### config.mk
export PLATFORM = sky130hd
export DESIGN_NAME = stg_pipe_reg
export DESIGN_NICKNAME = d
export VERILOG_FILES = /design/src/rtl/stg_pipe_reg.sv
export SDC_FILE = /design/constraint.sdc
export NUM_CORES = 1
export LEC_CHECK = 0
export CAP_MARGIN = 20
export CORE_MARGIN = 1.5
export CORE_UTILIZATION = 40
export CTS_CLUSTER_SIZE = 28
export DETAILED_ROUTE_END_ITERATION = 12
export DONT_BUFFER_PORTS = 1
export RECOVER_POWER = 100
export SYNTH_ARGS = -nofsm -noshare
export SYNTH_HDL_FRONTEND = slang
export SYNTH_SLANG_ARGS = --single-unit
### constraint.sdc
create_clock -name iw_clk -period 1.8 [get_ports iw_clk]
set_clock_uncertainty 0.2 [all_clocks]
set_input_delay 0.09 -clock iw_clk [delete_from_list [all_inputs] [get_ports iw_clk]]
set_output_delay 0.09 -clock iw_clk [all_outputs]
set_load 0.03 [all_outputs]
### src/rtl/stg_pipe_reg.sv
// Pipeline stage register for PC/instruction with valid/ready handshake, flush,
// NOP bubbles, optional 2-entry skid buffer and a saturating stall counter.
module stg_pipe_reg #(
  parameter int                 ADDR_W    = 24,
  parameter int                 DATA_W    = 24,
  parameter int                 SKID      = 1,
  parameter logic [DATA_W-1:0]  NOP_INSTR = '0,
  parameter int                 CNT_W     = 16
) (
  input  logic              iw_clk,
  input  logic              iw_rst_n,
  input  logic              iw_valid,
  output logic              ow_ready,
  input  logic [ADDR_W-1:0] iw_pc,
  input  logic [DATA_W-1:0] iw_instr,
  input  logic              iw_flush,
  output logic              ow_valid,
  input  logic              iw_ready,
  output logic [ADDR_W-1:0] ow_pc,
  output logic [DATA_W-1:0] ow_instr,
  output logic [CNT_W-1:0]  ow_stall_cnt
);

  logic              m_valid_reg, m_valid_next;
  logic [ADDR_W-1:0] m_pc_reg, m_pc_next;
  logic [DATA_W-1:0] m_instr_reg, m_instr_next;
  logic              s_valid_reg, s_valid_next;
  logic [ADDR_W-1:0] s_pc_reg, s_pc_next;
  logic [DATA_W-1:0] s_instr_reg, s_instr_next;
  logic              ready_reg;
  logic [CNT_W-1:0]  cnt_reg;

  logic accept;
  logic drain;

  assign accept = iw_valid & ow_ready;
  assign drain  = m_valid_reg & iw_ready;

  // Without a skid register ready is combinational; ready_reg then only marks
  // "out of reset" so ready stays low while reset is held.
  generate
    if (SKID != 0) begin : g_skid_ready
      assign ow_ready = ready_reg;
    end else begin : g_comb_ready
      assign ow_ready = ready_reg & (~m_valid_reg | iw_ready);
    end
  endgenerate

  always_comb begin
    m_valid_next = m_valid_reg;
    m_pc_next    = m_pc_reg;
    m_instr_next = m_instr_reg;
    s_valid_next = s_valid_reg;
    s_pc_next    = s_pc_reg;
    s_instr_next = s_instr_reg;
    if (iw_flush) begin
      // PC is deliberately left as-is so the bubble carries the last PC
      m_valid_next = 1'b0;
      s_valid_next = 1'b0;
    end else if (s_valid_reg) begin
      if (drain) begin
        m_valid_next = 1'b1;
        m_pc_next    = s_pc_reg;
        m_instr_next = s_instr_reg;
        s_valid_next = 1'b0;
      end
    end else if (accept) begin
      if (!m_valid_reg || drain) begin
        m_valid_next = 1'b1;
        m_pc_next    = iw_pc;
        m_instr_next = iw_instr;
      end else if (SKID != 0) begin
        s_valid_next = 1'b1;
        s_pc_next    = iw_pc;
        s_instr_next = iw_instr;
      end
    end else if (drain) begin
      m_valid_next = 1'b0;
    end
  end

  always_ff @(posedge iw_clk or negedge iw_rst_n) begin
    if (!iw_rst_n) begin
      m_valid_reg <= 1'b0;
      m_pc_reg    <= '0;
      m_instr_reg <= NOP_INSTR;
      s_valid_reg <= 1'b0;
      s_pc_reg    <= '0;
      s_instr_reg <= NOP_INSTR;
      ready_reg   <= 1'b0;
    end else begin
      m_valid_reg <= m_valid_next;
      m_pc_reg    <= m_pc_next;
      m_instr_reg <= m_instr_next;
      s_valid_reg <= s_valid_next;
      s_pc_reg    <= s_pc_next;
      s_instr_reg <= s_instr_next;
      ready_reg   <= (SKID != 0) ? ~s_valid_next : 1'b1;
    end
  end

  always_ff @(posedge iw_clk or negedge iw_rst_n) begin
    if (!iw_rst_n) begin
      cnt_reg <= '0;
    end else if (m_valid_reg && !iw_ready && (cnt_reg != {CNT_W{1'b1}})) begin
      cnt_reg <= cnt_reg + 1'b1;
    end
  end

  assign ow_valid     = m_valid_reg;
  assign ow_pc        = m_pc_reg;
  assign ow_instr     = m_valid_reg ? m_instr_reg : NOP_INSTR;
  assign ow_stall_cnt = cnt_reg;

endmodule

==> impl_metrics.csv <==
group,metric,value,unit
setup_path,worstPathArrival,1.86,ns
finish,fin_nets,567,
grt,busiest_layer,"met2",
setup_path,timing.rr.start,"s_valid_reg$_DFF_PN0_",
setup_path,critPathRequiredTime,1.89,ns
power_and_ir_drop,power.density,1270,nW/um^2
setup_path,crit_end,"s_pc_reg[4]$_DFFE_PN0P_",
floorplanning,core-area,12500,um^2
logic_synthesis,syn_area,5090,um^2
setup_path,worst_path_max_delay_cell,"dfrtp_2",
outcome,status,"complete, but fails checks",
detailed_routing,wl_per_cell,16.9,um
floorplanning,initial_core_util,40.6,%
clock_tree,cts-htree-levels,4,
setup_path,crit_type,"register to register",
logic_synthesis,syn_nets,475,
floorplanning,row_count,41,
setup_path,critical_path_buf_inv_count,2,
finish,fillers,1105,
detailed_routing,first_iter_violations,127,
logic_synthesis,synth.ff_latch_count,115,
clock_tree,cts_root_buffer,"clkbuf_16",
detailed_routing,ant_nets,0,
setup_path,ff2ff_path_depth,5,
outcome,failed_checks,"hold timing",
sta,slew_violations,0,
power_and_ir_drop,p_leak,0.00290,uW
grt,grt_use_met2,26.5,%
clock_tree,cts_tree,"yes",
sta,fin_crit_sh,98.1,%
detailed_routing,num_vias,3482,
detailed_routing,via_per_inst,4.99,
sta,tns,0,ns
grt,gr-total-overflow,0,
clock_tree,cts.clk_slew.worst_paths,0.06,ns
logic_synthesis,yosysSeqAreaShare,56.6,%
sta,fin_ws,0.0342,ns
setup_path,critPathLaunch,"s_valid_reg$_DFF_PN0_",
flow_run,maxCapViolCount,0,
power_and_ir_drop,ir_drop,0.710,mV
sta,fin_crit,1.77,ns
grt,grt_max_degree,116,
detailed_routing,post-route-drc-count,0,
finish,layout-drive-gt1-share,31.4,%
setup_path,ff2ff_setup_slack,0.03,ns
logic_synthesis,ys_types,35,
logic_synthesis,synthCells,421,
sta,setup_violations,0,
clock_tree,cts_buffers,17,
clock_tree,clk_latency,0.41,ns
sta,slew-limit-headroom,70.4,%
sta,worstMarginPinSlew,0.447,ns
logic_synthesis,avgSynthCellArea,12.1,um^2
sta,max_freq,566,MHz
setup_path,worstPathCellList,"nand3b_4 -> nor3_4 -> buf_4 -> clkbuf_16 -> mux2_2",
grt,track_usage,16.9,%
logic_synthesis,synth_warnings,0,
sta,finalHoldViolCount,115,
sta,whs,-0.830,ns
setup_path,end_kind,"register",
setup_path,cpPeakStageDelay,0.40,ns
sta,grt_setup_unrepaired,"true",
finish,syn_to_final_growth,37.1,%
detailed_routing,drtPass1Iterations,4,
setup_path,crit_family,"flip-flops",
placed_design,gp_congestion,0.743,
placed_design,port_buffers,0,
grt,antenna_found_initial,0,
floorplanning,die_h,116,um
grt,grt_pass1_wl,17.1,mm
floorplanning,ios,119,
setup_path,crit_fanout,15,
floorplanning,fp.dieArea,13400,um^2
clock_tree,clk_path_buf_depth,2,
min_path,worstHoldPathType,"input pin to asynchronous set/reset pin",
placed_design,post-dp-hpwl,6.85,mm
detailed_routing,wirelength,11.8,mm
finish,antenna_cells,0,
clock_tree,cts.sinks,115,
floorplanning,die_x,116,um
setup_path,startpoint_type,"register",
grt,grt_pass1_vias,3463,
setup_path,timing.rr.end,"s_pc_reg[4]$_DFFE_PN0P_",
grt,grtUsageMet3,5.96,%
placed_design,post-place-ws,-0.0456,ns
setup_path,crit_cells,5,
grt,use_met1,20.7,%
## cells in the mapped netlist
cell      number  area (um^2)
nand2_1        6         22.5
clkbuf_1       8         30.0
or4_4          1         11.3
mux2_4         1         15.0
nor4_4         1         21.3
nor3_1         6         30.0
buf_2         10         50.1
nand3b_4       1         20.0
buf_1          1         3.75
o21ai_0        3         15.0
and4_1         1         8.76
buf_4          6         45.0
nor4_2         1         12.5
or2_2          2         12.5
xor2_1        12          105
nand3_1        3         15.0
nand3_2        1         10.0
nor3b_1        2         15.0
mux2i_1       48          480
and2_1        24          150
nor2_1        51          191
a21oi_1       49          245
xnor2_1        2         17.5
nand4_1        3         18.8
nor3_2         1         10.0
mux2_2        48          541
nor2_2         1         6.26
inv_1          5         18.8
a31oi_1        1         6.26
nor4_1         3         18.8
nand4_4        1         21.3
dfrtp_1      115         2880
a221oi_2       1         15.0
nand2b_4       1         13.8
ha_1           1         12.5
## power by group
part	total (uW)	switching (uW)	internal [uW]
Sequential	3820	615	3200
Clock	3470	1190	2280
Combinational	1540	762	781
Total	8830	2570	6260
## how the worst min path moves through the flow
stage	start	end	slack, ns	depth (start not counted)
after global routing	iw_rst_n	m_instr_reg[21]$_DFFE_PN0P_	-0.85	0
final	iw_rst_n	m_instr_reg[21]$_DFFE_PN0P_	-0.83	0
after global placement	iw_rst_n	m_instr_reg[20]$_DFFE_PN0P_	-0.40	0
after floorplan	iw_rst_n	m_instr_reg[0]$_DFFE_PN0P_	-0.41	0
after detailed placement	iw_rst_n	m_instr_reg[20]$_DFFE_PN0P_	-0.40	0
after CTS	iw_rst_n	m_instr_reg[21]$_DFFE_PN0P_	-0.85	0
## what timing repair did
action                                 CTS  global route
setup buffers                            0             8
resized for setup                        1            12
pin swaps                                1             5
endpoints found under the hold margin  222           117
hold buffers                            50             1
setup endpoints to repair               19            78
gates cloned                             0             5
## worst register-to-register path, stage by stage (launching register included)
cell,delay (ns)
dfrtp_2,0.40
nand3b_4,0.19
nor3_4,0.17
buf_4,0.16
clkbuf_16,0.19
mux2_2,0.34
## placed cells by master (no fill, tap or decap), drive strengths merged
cell type	n
dlygate4sd3	51
or4	1
nand3b	1
nor2	52
and4	1
mux2i	48
inv	6
mux2	49
a21oi	49
dfrtp	115
nand4	4
nor3b	2
and2	24
xor2	12
a221oi	1
nand3	4
nand2b	1
nor3	7
bufinv	3
buf	38
clkinv	2
xnor2	2
nand2	6
o21ai	3
or2	2
a31oi	1
clkinvlp	6
nor4	5
ha	1
clkbuf	29
## layout make-up
type / count / area, um^2 / share of cell area, %
Clock inverter: 12 / 154 / 2.21
Timing Repair Buffer: 98 / 1010 / 14.5
Multi-Input combinational cell: 276 / 2210 / 31.7
Sequential cell: 115 / 2900 / 41.6
Inverter: 5 / 18.8 / 0.269
Tap cell: 172 / 215 / 3.08
Clock buffer: 20 / 467 / 6.69
## per-layer routing
metal	vias up	share of wire, %
met5	-	0
met2	95	49
li1	1641	-
met4	0	1.7
met3	14	5.2
met1	1732	44
## stage by stage
stage	area (um^2)	utilization (%)	power (uW)	instances
floorplan	5230	-	4840	421
global placement	5620	44.9	5140	602
detailed placement	5620	44.9	5220	602
CTS	6750	53.9	8840	684
global route	6980	55.7	9260	698
finish	6980	55.7	8830	698
## cells by family after synthesis
family,Yosys count,share of synthesized area [%]
and+or+nand+nor,110,12.0
buffers and inverters,30,2.90
AOI/OAI and AO/OA,54,5.53
xor gates and xnor gates,14,2.41
muxes,97,20.4
DFF,115,56.6
adders and majority gates,1,0.246
Note: power is estimated with default switching activity, not from simulation.
